`src/rtl/dsp_tiled_mac_if.sv`:
```
// dsp_tiled_mac_if: command/result bundle of the tiled multiply-accumulate engine.
//   in_valid/in_ready   : command handshake (a, b, mode, shift, sat_en, clr)
//   out_valid/out_ready : result handshake (out, ovf)
//   busy                : engine is not idle
// master drives commands and accepts results; slave is the engine.
interface dsp_tiled_mac_if #(
  parameter int N     = 16,
  parameter int M     = 16,
  parameter int ACC_W = N + M + 8
);
  logic             in_valid;
  logic             in_ready;
  logic [N-1:0]     a;
  logic [M-1:0]     b;
  logic [1:0]       mode;
  logic [1:0]       shift;
  logic             sat_en;
  logic             clr;
  logic             out_valid;
  logic             out_ready;
  logic [ACC_W-1:0] out;
  logic             ovf;
  logic             busy;

  modport master (
    output in_valid, a, b, mode, shift, sat_en, clr, out_ready,
    input  in_ready, out_valid, out, ovf, busy
  );

  modport slave (
    input  in_valid, a, b, mode, shift, sat_en, clr, out_ready,
    output in_ready, out_valid, out, ovf, busy
  );
endinterface

```
`src/rtl/dsp_tiled_mac.sv`:
```
// dsp_tiled_mac: iterative multiply / MAC engine built around one
// (T+1)x(T+1) signed tile multiplier that walks every T-bit tile pair of a
// and b (i outer, j inner), then combines the product into a wide
// accumulator (MUL, MAC, scaled MAC, MSUB) with optional saturation and a
// sticky overflow flag.
// Ports:
//   clk   : rising-edge clock
//   reset : asynchronous active-low reset
//   bus   : dsp_tiled_mac_if slave (command in, result out, busy)
module dsp_tiled_mac #(
  parameter int N      = 16,
  parameter int M      = 16,
  parameter int T      = 8,
  parameter int ACC_W  = N + M + 8,
  parameter int SIGNED = 1
) (
  input  logic           clk,
  input  logic           reset,
  dsp_tiled_mac_if.slave bus
);

  localparam int NT = N / T;
  localparam int MT = M / T;
  localparam int PW = N + M;
  localparam int IW = (NT > 1) ? $clog2(NT) : 1;
  localparam int JW = (MT > 1) ? $clog2(MT) : 1;
  localparam logic [IW-1:0] I_ONE = IW'(1'b1);
  localparam logic [JW-1:0] J_ONE = JW'(1'b1);

  typedef enum logic [1:0] {
    S_IDLE = 2'd0,
    S_RUN  = 2'd1,
    S_ACC  = 2'd2,
    S_DONE = 2'd3
  } state_t;

  state_t           state_r, state_next_s;
  logic [N-1:0]     a_r;
  logic [M-1:0]     b_r;
  logic [1:0]       mode_r, shift_r;
  logic             sat_r;
  logic [IW-1:0]    i_r;
  logic [JW-1:0]    j_r;
  logic [PW-1:0]    prod_r;
  logic [ACC_W-1:0] acc_r;
  logic             ovf_r;
  logic             in_ready_r, out_valid_r, busy_r;

  logic             accept_s, last_tile_s;
  logic [T-1:0]     a_tiles_s [NT];
  logic [T-1:0]     b_tiles_s [MT];
  logic [T-1:0]     tile_a_s, tile_b_s;
  logic [T:0]       ext_a_s, ext_b_s;
  logic signed [2*T+1:0] pp_s;
  logic [PW-1:0]    pp_sh_s;
  logic [ACC_W-1:0] p_s;
  logic [ACC_W:0]   acc_x_s, p_x_s, acc_shr_s, sum_s;
  logic             sum_ovf_s;
  logic [ACC_W-1:0] acc_new_s;

  // Static slicing of the operand registers into T-bit tiles.
  for (genvar g = 0; g < NT; g++) begin : g_a_tiles
    assign a_tiles_s[g] = a_r[g*T +: T];
  end
  for (genvar g = 0; g < MT; g++) begin : g_b_tiles
    assign b_tiles_s[g] = b_r[g*T +: T];
  end

  // Tile multiply: only the most significant tile carries the sign, so it
  // alone is sign-extended; every lower tile is a plain magnitude.
  always_comb begin
    tile_a_s = a_tiles_s[i_r];
    tile_b_s = b_tiles_s[j_r];
    if ((SIGNED != 0) && (int'(i_r) == NT - 1)) begin
      ext_a_s = {tile_a_s[T-1], tile_a_s};
    end else begin
      ext_a_s = {1'b0, tile_a_s};
    end
    if ((SIGNED != 0) && (int'(j_r) == MT - 1)) begin
      ext_b_s = {tile_b_s[T-1], tile_b_s};
    end else begin
      ext_b_s = {1'b0, tile_b_s};
    end
    pp_s        = $signed(ext_a_s) * $signed(ext_b_s);
    // Modulo-2^PW summation is exact because the final product fits PW bits.
    pp_sh_s     = PW'(pp_s) << (T * (int'(i_r) + int'(j_r)));
    last_tile_s = (int'(i_r) == NT - 1) && (int'(j_r) == MT - 1);
  end

  // Final combine: one extra guard bit exposes overflow of the signed range.
  always_comb begin
    if (SIGNED != 0) begin
      p_s = ACC_W'($signed(prod_r));
    end else begin
      p_s = ACC_W'(prod_r);
    end
    acc_x_s   = {acc_r[ACC_W-1], acc_r};
    p_x_s     = {p_s[ACC_W-1], p_s};
    acc_shr_s = $signed(acc_x_s) >>> shift_r;
    case (mode_r)
      2'd0:    sum_s = p_x_s;
      2'd1:    sum_s = acc_x_s + p_x_s;
      2'd2:    sum_s = acc_shr_s + p_x_s;
      2'd3:    sum_s = acc_x_s - p_x_s;
      default: sum_s = p_x_s;
    endcase
    sum_ovf_s = sum_s[ACC_W] ^ sum_s[ACC_W-1];
    if (sum_ovf_s && sat_r) begin
      if (sum_s[ACC_W]) begin
        acc_new_s = {1'b1, {(ACC_W-1){1'b0}}};
      end else begin
        acc_new_s = {1'b0, {(ACC_W-1){1'b1}}};
      end
    end else begin
      acc_new_s = sum_s[ACC_W-1:0];
    end
  end

  // Next-state logic of the command sequencer.
  always_comb begin
    state_next_s = state_r;
    accept_s     = 1'b0;
    case (state_r)
      S_IDLE: begin
        if (bus.in_valid) begin
          accept_s     = 1'b1;
          state_next_s = S_RUN;
        end else begin
          state_next_s = S_IDLE;
        end
      end
      S_RUN: begin
        if (last_tile_s) begin
          state_next_s = S_ACC;
        end else begin
          state_next_s = S_RUN;
        end
      end
      S_ACC: state_next_s = S_DONE;
      S_DONE: begin
        if (bus.out_ready) begin
          state_next_s = S_IDLE;
        end else begin
          state_next_s = S_DONE;
        end
      end
      default: state_next_s = S_IDLE;
    endcase
  end

  // State register and registered handshake/status flags.
  always_ff @(posedge clk or negedge reset) begin
    if (!reset) begin
      state_r     <= S_IDLE;
      in_ready_r  <= 1'b1;
      out_valid_r <= 1'b0;
      busy_r      <= 1'b0;
    end else begin
      state_r     <= state_next_s;
      in_ready_r  <= (state_next_s == S_IDLE);
      out_valid_r <= (state_next_s == S_DONE);
      busy_r      <= (state_next_s != S_IDLE);
    end
  end

  // Datapath: command capture, tile iteration and accumulator update.
  always_ff @(posedge clk or negedge reset) begin
    if (!reset) begin
      a_r     <= {N{1'b0}};
      b_r     <= {M{1'b0}};
      mode_r  <= 2'd0;
      shift_r <= 2'd0;
      sat_r   <= 1'b0;
      i_r     <= {IW{1'b0}};
      j_r     <= {JW{1'b0}};
      prod_r  <= {PW{1'b0}};
      acc_r   <= {ACC_W{1'b0}};
      ovf_r   <= 1'b0;
    end else begin
      case (state_r)
        S_IDLE: begin
          // A same-cycle clear lands before the accepted command combines.
          if (bus.clr) begin
            acc_r <= {ACC_W{1'b0}};
            ovf_r <= 1'b0;
          end
          if (accept_s) begin
            a_r     <= bus.a;
            b_r     <= bus.b;
            mode_r  <= bus.mode;
            shift_r <= bus.shift;
            sat_r   <= bus.sat_en;
            i_r     <= {IW{1'b0}};
            j_r     <= {JW{1'b0}};
            prod_r  <= {PW{1'b0}};
          end
        end
        S_RUN: begin
          prod_r <= prod_r + pp_sh_s;
          if (int'(j_r) == MT - 1) begin
            j_r <= {JW{1'b0}};
            i_r <= i_r + I_ONE;
          end else begin
            j_r <= j_r + J_ONE;
          end
        end
        S_ACC: begin
          acc_r <= acc_new_s;
          ovf_r <= ovf_r | sum_ovf_s;
        end
        default: begin
          acc_r <= acc_r;
        end
      endcase
    end
  end

  assign bus.in_ready  = in_ready_r;
  assign bus.out_valid = out_valid_r;
  assign bus.busy      = busy_r;
  assign bus.out       = acc_r;
  assign bus.ovf       = ovf_r;

endmodule

```
`src/flat_wrapper.sv`:
```
// flat-port wrapper written by rule: the top's interface ports become plain ports
module dsp_tiled_mac_flat 
#(
  parameter int N      = 16,
  parameter int M      = 16,
  parameter int T      = 8,
  parameter int ACC_W  = N + M + 8,
  parameter int SIGNED = 1
)
  (clk, reset, bus_in_valid, bus_a, bus_b, bus_mode, bus_shift, bus_sat_en, bus_clr, bus_out_ready, bus_in_ready, bus_out_valid, bus_out, bus_ovf, bus_busy);
  dsp_tiled_mac_if #(.N(N), .M(M), .ACC_W(ACC_W)) bus_i ();
  input  logic clk;
  input  logic reset;
  input wire logic [$bits(bus_i.in_valid)-1:0] bus_in_valid;
  input wire logic [$bits(bus_i.a)-1:0] bus_a;
  input wire logic [$bits(bus_i.b)-1:0] bus_b;
  input wire logic [$bits(bus_i.mode)-1:0] bus_mode;
  input wire logic [$bits(bus_i.shift)-1:0] bus_shift;
  input wire logic [$bits(bus_i.sat_en)-1:0] bus_sat_en;
  input wire logic [$bits(bus_i.clr)-1:0] bus_clr;
  input wire logic [$bits(bus_i.out_ready)-1:0] bus_out_ready;
  output wire logic [$bits(bus_i.in_ready)-1:0] bus_in_ready;
  output wire logic [$bits(bus_i.out_valid)-1:0] bus_out_valid;
  output wire logic [$bits(bus_i.out)-1:0] bus_out;
  output wire logic [$bits(bus_i.ovf)-1:0] bus_ovf;
  output wire logic [$bits(bus_i.busy)-1:0] bus_busy;
  assign bus_i.in_valid = bus_in_valid;
  assign bus_i.a = bus_a;
  assign bus_i.b = bus_b;
  assign bus_i.mode = bus_mode;
  assign bus_i.shift = bus_shift;
  assign bus_i.sat_en = bus_sat_en;
  assign bus_i.clr = bus_clr;
  assign bus_i.out_ready = bus_out_ready;
  assign bus_in_ready = bus_i.in_ready;
  assign bus_out_valid = bus_i.out_valid;
  assign bus_out = bus_i.out;
  assign bus_ovf = bus_i.ovf;
  assign bus_busy = bus_i.busy;
  dsp_tiled_mac #(.N(N), .M(M), .T(T), .ACC_W(ACC_W), .SIGNED(SIGNED)) u_core (.clk(clk), .reset(reset), .bus(bus_i));
endmodule
```
`config.mk`:
```
export PLATFORM = sky130hd
export DESIGN_NAME = dsp_tiled_mac_flat
export DESIGN_NICKNAME = d
export VERILOG_FILES = /design/src/rtl/dsp_tiled_mac_if.sv /design/src/rtl/dsp_tiled_mac.sv /design/src/flat_wrapper.sv
export SDC_FILE = /design/constraint.sdc
export NUM_CORES = 1
export LEC_CHECK = 0
export ABC_AREA = 1
export CAP_MARGIN = 20
export CORE_MARGIN = 4
export CORE_UTILIZATION = 42
export DETAILED_ROUTE_END_ITERATION = 8
export GPL_ROUTABILITY_DRIVEN = 0
export GPL_TIMING_DRIVEN = 1
export SLEW_MARGIN = 20
export SYNTH_ARGS = -nofsm -noshare
export SYNTH_HDL_FRONTEND = slang
export SYNTH_SLANG_ARGS = --single-unit
```
`constraint.sdc`:
```
create_clock -name clk -period 7.1 [get_ports clk]
set_input_delay 1.42 -clock clk [delete_from_list [all_inputs] [get_ports clk]]
set_output_delay 1.42 -clock clk [all_outputs]
set_load 0.05 [all_outputs]
```
* Word level (Yosys, flattened, before mapping)
Cells that the tools add are included.
** Word-level totals
- Input bits :: 42
- Output and inout port bits :: 44
- Register bits :: 117
- Word-level logic and storage cells :: 80
** Operators by class
- Magnitude comparators :: 2
- Reductions and logical operators :: 12
- Multiplexer cells :: 28
- Equal/unequal tests :: 10
- Shift operators :: 2
- Bitwise gates (word level) :: 4
- Multipliers :: 1
- Add/subtract/negate cells :: 7
** Operators by type and width (number)
- 41-bit one-hot mux with 4 select lines :: 1
- 40-bit 2-to-1 mux :: 3
- 40-bit one-hot mux with 2 select lines :: 1
- 32-bit one-hot mux with 2 select lines :: 1
- 8-bit 2-to-1 mux :: 6
- 40-bit by 32-bit adder with 41-bit output :: 1
- 41-bit adder :: 1
- 40-bit by 2-bit >>> shifter with 41-bit output :: 1
- 40-bit by 32-bit subtractor with 41-bit output :: 1
- 32-bit adder :: 1
- 32-bit 2-to-1 mux :: 1
- 32-bit by 32-bit << shifter with 32-bit output :: 1
- 9-bit by 9-bit multiplier with 18-bit output :: 1
- 9-bit 2-to-1 mux :: 2
- 2-bit == test (second input constant) :: 5
- 2-bit one-hot mux with 4 select lines :: 1
- 1-bit 2-to-1 mux :: 7
- 2-bit logical NOT :: 3
- 1-bit one-hot mux with 2 select lines :: 3
- 2-bit AND reduction :: 3
- 2-bit nonzero test :: 3
- 2-bit by 1-bit == test with 1-bit output (second input constant) :: 2
- 2-bit >= comparator (second input constant) :: 2
- 2-bit 2-to-1 mux :: 2
- 9 further kinds :: 13

* Depth between registers and ports, before layout
- Depth after elaboration :: 9
- Gate-level depth with buffers :: 44
- Depth with buffers taken out :: 43

* Least setup slack after synthesis
No wires, ideal clock.
- Path kind :: reg-to-reg
- Start point :: reg u_core.i_r
- End point :: reg u_core.prod_r[28]
- Arrival :: 6.766 ns
- Period minus slack after synthesis :: 6.889 ns
- Library setup time :: 0.123 ns
- Data required time :: 6.977 ns
- Cell stages (with the launch flop) :: 38
- Path slack :: 0.211 ns
- Buffers on the path :: 1
- Path through :: dfrtp_1 clkbuf_1 inv_1 or2_2 o21ai_0 inv_1 nand2_1 fa_1 fa_1 inv_1 fa_1 fa_1 inv_1 fa_1 inv_1 ha_1 nand2_1 nand2_1 (+2 left out) inv_1 nand2_1 nand3_1 nand2_1 inv_1 o21ai_0 o21ai_0 ha_1 a21oi_1 inv_1 o21ai_0 nand2_1 inv_1 nand3_1 a21oi_1 o21bai_1 o21ai_0 nand2_1
** On the way
- Longest elaborated chain between the ends :: 9
- Elaborated cells on any way between the ends :: 10
- Those cells by class :: 2 x add/sub; 1 x mul; 1 x shift; 5 x mux; 1 x bitwise
** Ends and longest elaborated chain
- from (decl) :: RTL line dsp_tiled_mac.sv:42 : logic [IW-1:0] i_r;
- from (signal assigned) :: RTL line dsp_tiled_mac.sv:174 : i_r <= {IW{1'b0}};
- from (signal assigned) :: RTL line dsp_tiled_mac.sv:193 : i_r <= {IW{1'b0}};
- from (signal assigned) :: RTL line dsp_tiled_mac.sv:202 : i_r <= i_r + I_ONE;
- 1-bit NOT with 2-bit output (not written as such) :: RTL line dsp_tiled_mac.sv:72 : tile_a_s = a_tiles_s[i_r];
- 8-bit 2-to-1 mux (not written as such) (3 in series) :: RTL line dsp_tiled_mac.sv:72
- 9-bit 2-to-1 mux :: RTL line dsp_tiled_mac.sv:74 : if ((SIGNED != 0) && (int'(i_r) == NT - 1)) begin
- 9-bit by 9-bit multiplier with 18-bit output :: RTL line dsp_tiled_mac.sv:84 : pp_s = $signed(ext_a_s) * $signed(ext_b_s);
- 32-bit by 32-bit << shifter with 32-bit output * :: RTL line dsp_tiled_mac.sv:86 : pp_sh_s = PW'(pp_s) << (T * (int'(i_r) + int'(j_r)));
- 32-bit adder * :: RTL line dsp_tiled_mac.sv:199 : prod_r <= prod_r + pp_sh_s;
- 32-bit one-hot mux with 2 select lines * :: RTL line dsp_tiled_mac.sv:180 : case (state_r)
- to (signal assigned) :: RTL line dsp_tiled_mac.sv:176 : prod_r <= {PW{1'b0}};
- to (signal assigned) :: RTL line dsp_tiled_mac.sv:195 : prod_r <= {PW{1'b0}};
- to (signal assigned) :: RTL line dsp_tiled_mac.sv:199
- to (decl) :: RTL line dsp_tiled_mac.sv:44 : logic [PW-1:0] prod_r;
Mark *: on every way between the ends. The rest lies on a longest branch, timed or not. The select of a mux whose other input is x is not followed.
A chain may end at the register's enable or synchronous reset.

* Worst setup path in the final report
Same ends and word-level chain as after synthesis.

==> results.py <==
metrics = {
    "timing": {
        "final-setup-viol-count": 0,
        "final.setup_skew_ns": 0.0114,
        "timing_hold_violations_final": 0,
        "slew_viol_final": 0,
        "slew_headroom_pct": 28.5,
        "timing.final.crit_share_pct": 96.6,
        "rsz0062_at_grt": "yes",
        "fmax_mhz": 146,
        "fin_ws_ns": 0.244,
        "final.min_clock_period_ns": 6.86,
        "tightest_slew_ns": 1.07,
    },
    "yosys": {
        "synth_area_leader_cell": "nand2_1",
        "synth_ff_type": "dfrtp_1",
        "ys_types": 49,
        "synth_top_cells_by_count": "nand2_1 (859), inv_1 (407), nor2_1 (288), o21ai_0 (232), a21oi_1 (196)",
        "synth_nets": 3146,
        "yosysMostFrequentCell": "nand2_1",
        "syn_area_sq_mm": 0.0178,
        "synth_top_area_share_pct": 18.1,
        "synthArstFlopShare_pct": 100,
        "yosysWarnings": 0,
        "avgSynthCellArea_sq_um": 6.18,
        "synth_area_leaders": "nand2_1 (18%), dfrtp_1 (16%), ha_1 (11%)",
        "synth_edf_count": 0,
        "synth-seq-area-share_pct": 16.5,
        "ys_ff_latch": 117,
        "syn_inst": 2879,
    },
    "place": {
        "place_hpwl_microns": 57600,
        "port_buffers": 85,
        "dp_slack_ns": -0.186,
    },
    "clocking": {
        "clk_pin_slew_ns": 0.07,
        "numCtsBuffers": 17,
        "cts-htree-levels": 4,
        "cts_tree": "yes",
        "clockRootBuffer": "clkbuf_16",
        "clock-sinks": 117,
        "clk_path_buf_depth": 2,
        "clock_latency_ns": 0.46,
    },
    "setup_path": {
        "path_max_fanout": 6,
        "critical_path_class": "flop to flop",
        "critical_path_arrival_ns": 7.25,
        "required_ns": 7.50,
        "rrSetupSlack_ns": 0.24,
        "cpMostUsedCell": "inv_1",
        "crit_start": "u_core.i_r",
        "crit_path_top_delay_cell": "fa_1",
        "max_stage_delay_ns": 0.56,
        "r2r-start": "u_core.i_r",
        "cp-end-kind": "flop",
        "worstRegToRegCells": 36,
        "cp-start-kind": "flop",
    },
    "floorplan": {
        "rows": 75,
        "core_sq_mm": 0.0419,
        "pin_count": 86,
        "die_x_microns": 214,
        "initial_core_util_pct": 42.4,
        "dieHeight_microns": 214,
        "die_area_sq_mm": 0.0457,
    },
    "worst_hold_path": {
        "hold_depth": 2,
        "min-delay-start": "u_core.b_r[8]",
        "hp-class": "flop to flop",
    },
    "global_routing": {
        "grt_first_pass_wirelength_microns": 106000,
        "overflow": 0,
        "grt_max_degree": 69,
        "grt_usage_pct": 29.8,
        "grt_pass1_vias": 18800,
        "antenna_found_initial": 1,
    },
    "finish": {
        "nFillCells": 4296,
        "drive_above_1_share_pct": 13.0,
        "finalNetCount": 3315,
        "syn_to_final_growth_pct": 20.7,
    },
    "route": {
        "wl_per_cell_microns": 19.4,
        "drtIter0Drc": 2121,
        "viasPerCell": 5.64,
        "ant_nets": 0,
        "drcViolationCount": 0,
        "wl_microns": 70000,
        "dr.pass1.iters": 6,
        "via_count": 20300,
    },
    "run_status": {
        "status": "completed",
    },
    "run": {
        "max_cap_viol_count": 0,
    },
}
metrics by stage:
stage | TNS [ns] | hold slack (ns) | std cells | cell area [sq um] | utilization (%)
floorplan | 0 | 0.441 | 2879 | 17800 | -
CTS | -0.0813 | 0.484 | 3570 | 20500 | 48.8
finish | 0 | 0.485 | 3601 | 21500 | 51.2
global route | -0.384 | 0.503 | 3601 | 21500 | 51.2
global placement | -0.189 | 0.457 | 3537 | 19800 | 47.2
detailed placement | -0.990 | 0.465 | 3538 | 19800 | 47.2
layer usage:
layer  up-vias  share of wire [%]  GRT usage, %
met5         -                  0             0
met4         0                6.0          16.0
met3       184                7.7          3.58
met2       938                 44          45.3
met1      9560                 43          41.4
li1       9633                  -             -
critical path: cells and delay by family (launching register included):
kind	cells	cell delay, ns
simple gates	10	1.15
buf+inv	10	0.88
flops	1	0.45
compound gates	9	1.24
fa+ha+maj	7	3.09
kinds of logic after synthesis:
group	count (synthesis)	share of synthesized area (%)
buffers and inverters	486	10.5
flip-flops	117	16.5
adder cells (fa/ha/maj)	225	19.0
XOR/XNOR	78	3.84
AO/OA/AOI/OAI	549	17.0
AND/OR/NAND/NOR	1418	33.0
multiplexers	6	0.345
cell usage in the layout (no fill, tap or decap), drive strengths merged, types with 10 or more instances in the layout:
master | netlist | layout
a21oi | 197 | 197
inv | 420 | 425
nand4 | 22 | 22
nand3 | 164 | 164
nor3 | 26 | 26
clkdlybuf4s50 | 0 | 84
a21o | 18 | 18
fa | 74 | 74
nor4 | 15 | 15
o22ai | 22 | 22
clkbuf | 55 | 18
o21ai | 233 | 233
xor2 | 47 | 47
xnor2 | 31 | 31
dfrtp | 116 | 116
a31oi | 16 | 16
nand2 | 868 | 868
o211ai | 10 | 10
ha | 151 | 151
buf | 11 | 130
o21bai | 22 | 22
or2 | 23 | 23
nor2 | 295 | 295
layout make-up:
| class | count | area [sq um] | area share, % |
|---|---|---|---|
| timing repair buffer | 215 | 1890 | 8.81 |
| timing repair inverter | 1 | 7.51 | 0.0350 |
| inverter | 420 | 1580 | 7.36 |
| antenna | 1 | 2.50 | 0.0117 |
| sequential | 117 | 2930 | 13.7 |
| clock inverter | 15 | 219 | 1.02 |
| multi-input combinational | 2276 | 13700 | 64.0 |
| tap | 539 | 674 | 3.14 |
| clock buffer | 17 | 425 | 1.98 |
flip-flops by register name, indices dropped and copies added (netlist names):
name                  cells
u_core.bus.ovf            1
u_core.prod_r            32
u_core.j_r                1
u_core.a_r               16
u_core.mode_r             2
u_core.state_r            2
u_core.shift_r            2
u_core.bus.out           40
u_core.sat_r              1
u_core.bus.out_valid      1
u_core.bus.in_ready       1
u_core.i_r                1
u_core.b_r               16
u_core.bus.busy           1
worst paths after layout:
kind / end
setup / recovery: u_core.prod_r[28]
hold / removal: u_core.b_r[8]
setup reg to reg: u_core.prod_r[28]
hold reg to reg: u_core.b_r[8]
max in group asynchronous: u_core.i_r
min in group asynchronous: u_core.bus.out[19]
repair_timing:
| item | in CTS | in global routing |
|---|---|---|
| endpoints found under the setup margin | 11 | 19 |
| hold buffers | 0 | 0 |
| gates resized for setup | 6 | 222 |
| buffers inserted | 0 | 28 |
| cloned | 0 | 2 |
| endpoints found under the hold margin | 0 | 0 |
| pin swaps | 0 | 81 |
Power is left out: the tool's default activity adds up to more than one toggle a clock period on the data nets, which glitch-free logic cannot reach.
